<file path="src/rtl/red_pitaya_pwm_pkg.sv">
// Shared types and constants for the PWM receiver: FSM encoding, frame geometry
// and output word widths.
package red_pitaya_pwm_pkg;

  typedef enum logic [1:0] {
    SEARCH = 2'd0,
    ALIGN  = 2'd1,
    LOCKED = 2'd2
  } pwm_state_t;

  localparam int NSUB    = 16;
  localparam int DUTY_W  = 9;
  localparam int VALUE_W = 13;

  // Cycles between on-time sync pulses for a given period end value.
  function automatic int frame_len(input int full);
    return NSUB * (full + 1);
  endfunction

endpackage

</file>
<file path="src/rtl/red_pitaya_sync_ff.sv">
// N-stage flop synchronizer for a single-bit input; STAGES=0 is a straight wire
// for on-chip loopback sources.
module red_pitaya_sync_ff #(
  parameter int STAGES = 2
) (
  input  logic clk,
  input  logic rstn,
  input  logic d,
  output logic q
);

  generate
    if (STAGES == 0) begin : g_bypass
      logic sync_unused;
      assign sync_unused = clk ^ rstn;
      assign q = d;
    end else begin : g_sync
      logic [STAGES-1:0] sync_pipe;
      always_ff @(posedge clk or negedge rstn) begin
        if (!rstn) sync_pipe <= '0;
        else       sync_pipe <= (sync_pipe << 1) | STAGES'(d);
      end
      assign q = sync_pipe[STAGES-1];
    end
  endgenerate

endmodule

</file>
<file path="src/rtl/red_pitaya_pwm_rx.sv">
// PWM demodulator: counts high samples per period and per 16-period frame,
// aligned to the transmitter sync pulse, with sync supervision.
module red_pitaya_pwm_rx
  import red_pitaya_pwm_pkg::*;
#(
  parameter logic [7:0] FULL        = 8'd255,
  parameter int         SYNC_STAGES = 2,
  parameter int         SYNC_DLY    = 1
) (
  input  logic               clk,
  input  logic               rstn,
  input  logic               pwm_i,
  input  logic               sync_i,
  input  logic               err_clr_i,
  output logic [DUTY_W-1:0]  duty_o,
  output logic               duty_valid_o,
  output logic [VALUE_W-1:0] value_o,
  output logic               value_valid_o,
  output logic               locked_o,
  output logic               err_o
);

  localparam int            FRAME = frame_len(int'(FULL));
  localparam int            TW    = $clog2(FRAME);
  localparam logic [TW-1:0] TMAX  = TW'(FRAME - 1);
  localparam logic [7:0]    DLY   = 8'(SYNC_DLY);

  pwm_state_t         state;
  logic [7:0]         dcnt, pcnt;
  logic [3:0]         scnt;
  logic [DUTY_W-1:0]  hcnt, hsum;
  logic [VALUE_W-1:0] acc, vsum;
  logic [TW-1:0]      tcnt;
  logic               s, early, miss, start, align_done, enter, count, err_set;

  red_pitaya_sync_ff #(.STAGES(SYNC_STAGES)) u_sync (
    .clk  (clk),
    .rstn (rstn),
    .d    (pwm_i),
    .q    (s)
  );

  // Any sync outside LOCKED (or an off-time one inside it) restarts alignment
  // from that pulse; an on-time sync in LOCKED only rearms the timer.
  assign early      = (state == LOCKED) && sync_i && (tcnt != TMAX);
  assign miss       = (state == LOCKED) && !sync_i && (tcnt == TMAX);
  assign start      = sync_i && ((state != LOCKED) || early);
  assign align_done = (state == ALIGN) && !start && (dcnt == 8'd1);
  assign enter      = (start && SYNC_DLY == 0) || align_done;
  assign count      = (state == LOCKED) && !early;
  assign err_set    = early || miss;
  assign hsum       = hcnt + DUTY_W'(s);
  assign vsum       = acc + VALUE_W'(hsum);

  always_ff @(posedge clk or negedge rstn) begin
    if (!rstn) begin
      state    <= SEARCH;
      dcnt     <= '0;
      tcnt     <= '0;
      locked_o <= 1'b0;
      err_o    <= 1'b0;
    end else begin
      if (start) begin
        state <= (SYNC_DLY == 0) ? LOCKED : ALIGN;
        dcnt  <= DLY;
      end else if (miss) begin
        state <= SEARCH;
      end else if (align_done) begin
        state <= LOCKED;
      end else if (state == ALIGN) begin
        dcnt <= dcnt - 8'd1;
      end
      tcnt     <= sync_i ? '0 : (tcnt == TMAX) ? tcnt : tcnt + TW'(1);
      locked_o <= (enter && !early) || (count && !miss);
      err_o    <= err_set || (err_o && !err_clr_i);
    end
  end

  // An early sync leaves count low, so the broken frame never strobes.
  always_ff @(posedge clk or negedge rstn) begin
    if (!rstn) begin
      pcnt          <= '0;
      scnt          <= '0;
      hcnt          <= '0;
      acc           <= '0;
      duty_o        <= '0;
      duty_valid_o  <= 1'b0;
      value_o       <= '0;
      value_valid_o <= 1'b0;
    end else begin
      duty_valid_o  <= 1'b0;
      value_valid_o <= 1'b0;
      if (enter) begin
        pcnt <= '0;
        scnt <= '0;
        hcnt <= '0;
        acc  <= '0;
      end else if (count) begin
        if (pcnt == FULL) begin
          pcnt         <= '0;
          scnt         <= scnt + 4'd1;
          hcnt         <= '0;
          duty_o       <= hsum;
          duty_valid_o <= 1'b1;
          if (scnt == 4'(NSUB - 1)) begin
            value_o       <= vsum;
            value_valid_o <= 1'b1;
            acc           <= '0;
          end else begin
            acc <= vsum;
          end
        end else begin
          pcnt <= pcnt + 8'd1;
          hcnt <= hsum;
        end
      end
    end
  end

endmodule

</file>
<file path="config.mk">
export PLATFORM = sky130hd
export DESIGN_NAME = red_pitaya_pwm_rx
export DESIGN_NICKNAME = d
export VERILOG_FILES = /design/src/rtl/red_pitaya_pwm_pkg.sv /design/src/rtl/red_pitaya_sync_ff.sv /design/src/rtl/red_pitaya_pwm_rx.sv
export SDC_FILE = /design/constraint.sdc
export NUM_CORES = 1
export LEC_CHECK = 0
export ABC_AREA = 1
export BUFFER_PORTS_ARGS = -buffer_cell sky130_fd_sc_hd__buf_2
export CORE_MARGIN = 5
export CORE_UTILIZATION = 30
export DETAILED_ROUTE_END_ITERATION = 6
export SYNTH_ARGS = -nofsm -noshare
export SYNTH_HDL_FRONTEND = slang
export SYNTH_SLANG_ARGS = --single-unit
</file>
<file path="constraint.sdc">
create_clock -name clk -period 2 [get_ports clk]
set_input_delay 0.4 -clock clk [delete_from_list [all_inputs] [get_ports clk]]
set_output_delay 0.4 -clock clk [all_outputs]
set_load 0.03 [all_outputs]
</file>
==> flow_metrics.py <==
metrics = {
    "run_status": {
        "status": "complete, but fails checks",
        "violations": "negative setup slack",
    },
    "grt": {
        "grt_overflow": 0,
        "grt_pass1_vias": 3782,
        "grt_use_total_pct": 12.5,
        "gr-usage-met1_pct": 16.9,
        "top_usage_layer": "met2",
        "grt_pass1_wl_mm": 18.2,
        "grt_max_degree": 55,
        "gr-usage-met3_pct": 2.39,
        "gr-usage-met2_pct": 20.1,
        "antenna_found_initial": 0,
    },
    "setup_path": {
        "reg2reg_depth": 16,
        "cp.required_ns": 2.23,
        "startpoint_type": "flop",
        "path_max_fanout": 4,
        "slowest_delay_ns": 0.38,
        "arrival_ns": 2.58,
        "end_kind": "flop",
        "crit_top_cell": "nand2_1",
        "path_class": "reg -> reg",
        "crit_chain": "ha_2 > ha_4 > nand3_4 > inv_4 > nand4_1 > o21bai_1 > nand2_1 > inv_2 > ha_4 > a21o_1 > nor2_2 > nand3_1 > nand2_1 > nand2_2 > nand2_1 > nand2_1",
        "crit_slowest_cell": "dfrtp_1",
    },
    "power_and_ir_drop": {
        "clkPwrFrac_pct": 30.7,
        "power_density_mw_per_mm2": 879,
        "p_seq_share_pct": 38.4,
        "combinationalPowerShare_pct": 30.9,
        "vdd_drop_max_v": 0.000413,
        "p_sw_w": 0.00170,
        "intPower_w": 0.00347,
        "leakage_nw": 2.95,
        "p_sw_share_pct": 32.8,
    },
    "detailed_routing": {
        "drt_iter0_drc": 220,
        "drc": 0,
        "avgRoutedWirePerCell_um": 13.2,
        "ant_nets": 0,
        "viasPerCell": 4.66,
        "dr.pass1.iters": 4,
        "drt_wl_total_mm": 10.9,
        "num_vias": 3880,
    },
    "synth": {
        "synthCells": 556,
        "synth_area_per_cell_um2": 8.12,
        "synth_fp_nets": 580,
        "yosysTopAreaCellShare_pct": 46.6,
        "synthTopCellsByArea": "dfrtp_1, nand2_1, nand3_1, ha_1, inv_1",
        "yosys.area.top_type": "dfrtp_1",
        "ys_seq_area_share_pct": 46.6,
        "synth_seq_cells": 84,
        "ys_warn_count": 0,
        "syn_area_mm2": 0.00451,
        "synth.distinct_cells": 38,
    },
    "timing": {
        "finalHoldViolCount": 0,
        "finalSetupViolCount": 22,
        "max-slew-margin-rel_pct": 64.1,
        "worst_pin_slew_ns": 0.538,
        "setup_ws_ns": -0.353,
        "fin_crit_ns": 2.35,
        "fin_skew_ns": 0.00773,
        "fmax_ghz": 0.425,
        "finalCritPeriodShare_pct": 118,
        "rsz0062_at_grt": "true",
        "final_max_slew_viol_count": 0,
    },
    "place": {
        "place_area_mm2": 0.00528,
        "io_buffer_count": 30,
        "place.gp.congestion": 0.848,
        "dpl.hpwl_mm": 7.70,
    },
    "final_layout": {
        "area_delta_synth_final_pct": 30.4,
        "fill_cells": 1434,
        "final_util_pct": 40.2,
        "nets": 669,
        "fin_area_mm2": 0.00589,
        "n_antenna_cell": 0,
        "drive_gt1_share_pct": 26.2,
    },
    "clock_network": {
        "cts_max_level": 3,
        "cts_tree": "done",
        "numCtsBuffers": 9,
        "clock-sinks": 84,
        "clk-insertion-delay-late_ns": 0.34,
        "clock_path_buffers": 2,
        "clkTransAtPathRegs_ns": 0.06,
        "cts_root_buf": "clkbuf_16",
    },
    "hold_path": {
        "hold_path_depth": 1,
        "hold_class": "in -> reg",
    },
    "die": {
        "die_area_mm2": 0.0176,
        "initial_core_util_pct": 30.8,
        "pin_count": 31,
        "dieWidth_um": 133,
        "fp.dieH_um": 133,
        "core_area_mm2": 0.0146,
        "rows": 44,
    },
    "flow_run": {
        "cap_violations": 0,
    },
}
==> synth_stat cells (all sizes together) <==
master  number
o31ai        1
buf          9
clkinv       1
nand3       49
ha          18
fa           1
a31oi        2
nand2      178
o21ai       51
a21o         1
xnor2        6
nor2        33
a211oi       1
xor2        16
inv         62
clkbuf       1
o211ai       1
a21oi       20
dfrtp       84
nor4         2
nand3b       1
nor3        10
o21bai       1
nand4        7
==> area by class of cell <==
type | count | area (um^2) | area share (%)
clock inverter | 3 | 40.0 | 0.680
clock buffer | 11 | 233 | 3.95
timing repair buffer | 88 | 611 | 10.4
tap | 184 | 230 | 3.91
multi-input combinational | 399 | 2420 | 41.2
inverter | 63 | 245 | 4.17
sequential | 84 | 2100 | 35.7
==> flip-flops by register name (all words and copies together), names as in the netlist <==
name / cells
err_o: 1
scnt: 4
value_valid_o: 1
state: 2
acc: 13
duty_o: 9
tcnt: 12
locked_o: 1
value_o: 13
u_sync.g_sync.sync_pipe: 2
hcnt: 9
duty_valid_o: 1
dcnt: 8
pcnt: 8
==> power by group through the flow <==
stage,sequential (W),clock (W),combinational (W)
floorplan,0.00200,0,0.000930
global placement,0.00200,0,0.00136
detailed placement,0.00201,0,0.00140
CTS,0.00199,0.00162,0.00146
global route,0.00201,0.00170,0.00180
finish,0.00199,0.00159,0.00160
==> worst max-delay path, delay by kind of cell (launching register included) <==
family                     cells  cell delay, ns
AOI/OAI and AO/OA              2            0.37
adders and majority gates      3            0.57
buffers and inverters          2            0.18
DFF                            1            0.38
and+or+nand+nor                9            0.75
==> worst paths after layout <==
| check | startpoint | endpoint | slack [ns] |
|---|---|---|---|
| setup / recovery | hcnt[0] | value_o[9] | -0.35 |
| hold / removal | pwm_i | u_sync.g_sync.sync_pipe[0] | 0.17 |
| setup reg to reg | hcnt[0] | value_o[9] | -0.35 |
| hold reg to reg | u_sync.g_sync.sync_pipe[0] | u_sync.g_sync.sync_pipe[1] | 0.43 |
| max in group asynchronous | rstn | hcnt[2] | 1.01 |
| min in group asynchronous | rstn | dcnt[1] | 0.45 |
==> cells in the final DEF (no fill, tap or decap), types with 2 or more instances in the layout <==
cell,instances
ha_1,9
nand3_1,46
xor2_2,3
nor3_1,8
xnor2_1,3
ha_4,8
o21ai_0,39
a21oi_1,15
inv_2,7
xor2_4,2
xor2_1,11
nor3_4,2
a31oi_1,2
buf_4,55
clkinv_2,2
nand2_1,162
xnor2_2,2
nand4_1,6
clkbuf_1,2
nor4_1,2
buf_6,2
o21ai_2,5
nor2_4,4
nand3_4,2
nor2_2,5
clkbuf_16,9
nand2_4,5
o21ai_1,5
a21oi_2,4
nor2_1,24
inv_1,53
nand2_2,11
dfrtp_1,83
o21ai_4,2
inv_4,2
buf_2,29
==> layer usage <==
layer | vias up | wire, um
li1 | 1972 | -
met1 | 1833 | 5190
met2 | 61 | 5220
met3 | 14 | 332
met4 | 0 | 201
met5 | - | 0
==> cells by family (layout without fill, tap and decap cells) <==
kind of cell	after synthesis	count (layout)	share of synthesized area (%)
buffers and inverters	73	165	6.76
xor gates and xnor gates	22	22	4.27
adders and majority gates	19	19	5.43
and+or+nand+nor	280	280	27.4
AOI/OAI and AO/OA	78	78	9.56
DFF	84	84	46.6
==> stage by stage <==
stage          setup TNS [ns]  hold WS (ns)  cells  worst slack, ns  power (W)
2_1_floorplan          -0.266         0.104    556          -0.0537    0.00293
3_3_place_gp            -2.67         0.258    806           -0.185    0.00337
3_5_place_dp            -4.12         0.259    806           -0.290    0.00342
4_1_cts                 -3.89         0.155    831           -0.284    0.00507
5_1_grt                 -8.74         0.160    832           -0.501    0.00550
6_report                -5.38         0.168    832           -0.353    0.00517
==> what timing repair did <==
action / CTS / global route
hold buffers: 1 / 0
endpoints found under the hold margin: 11 / 0
pin swaps: 13 / 22
resized for setup: 21 / 34
endpoints found under the setup margin: 20 / 35
setup buffers: 10 / 6
No activity file was read; power rests on OpenSTA's default activity.
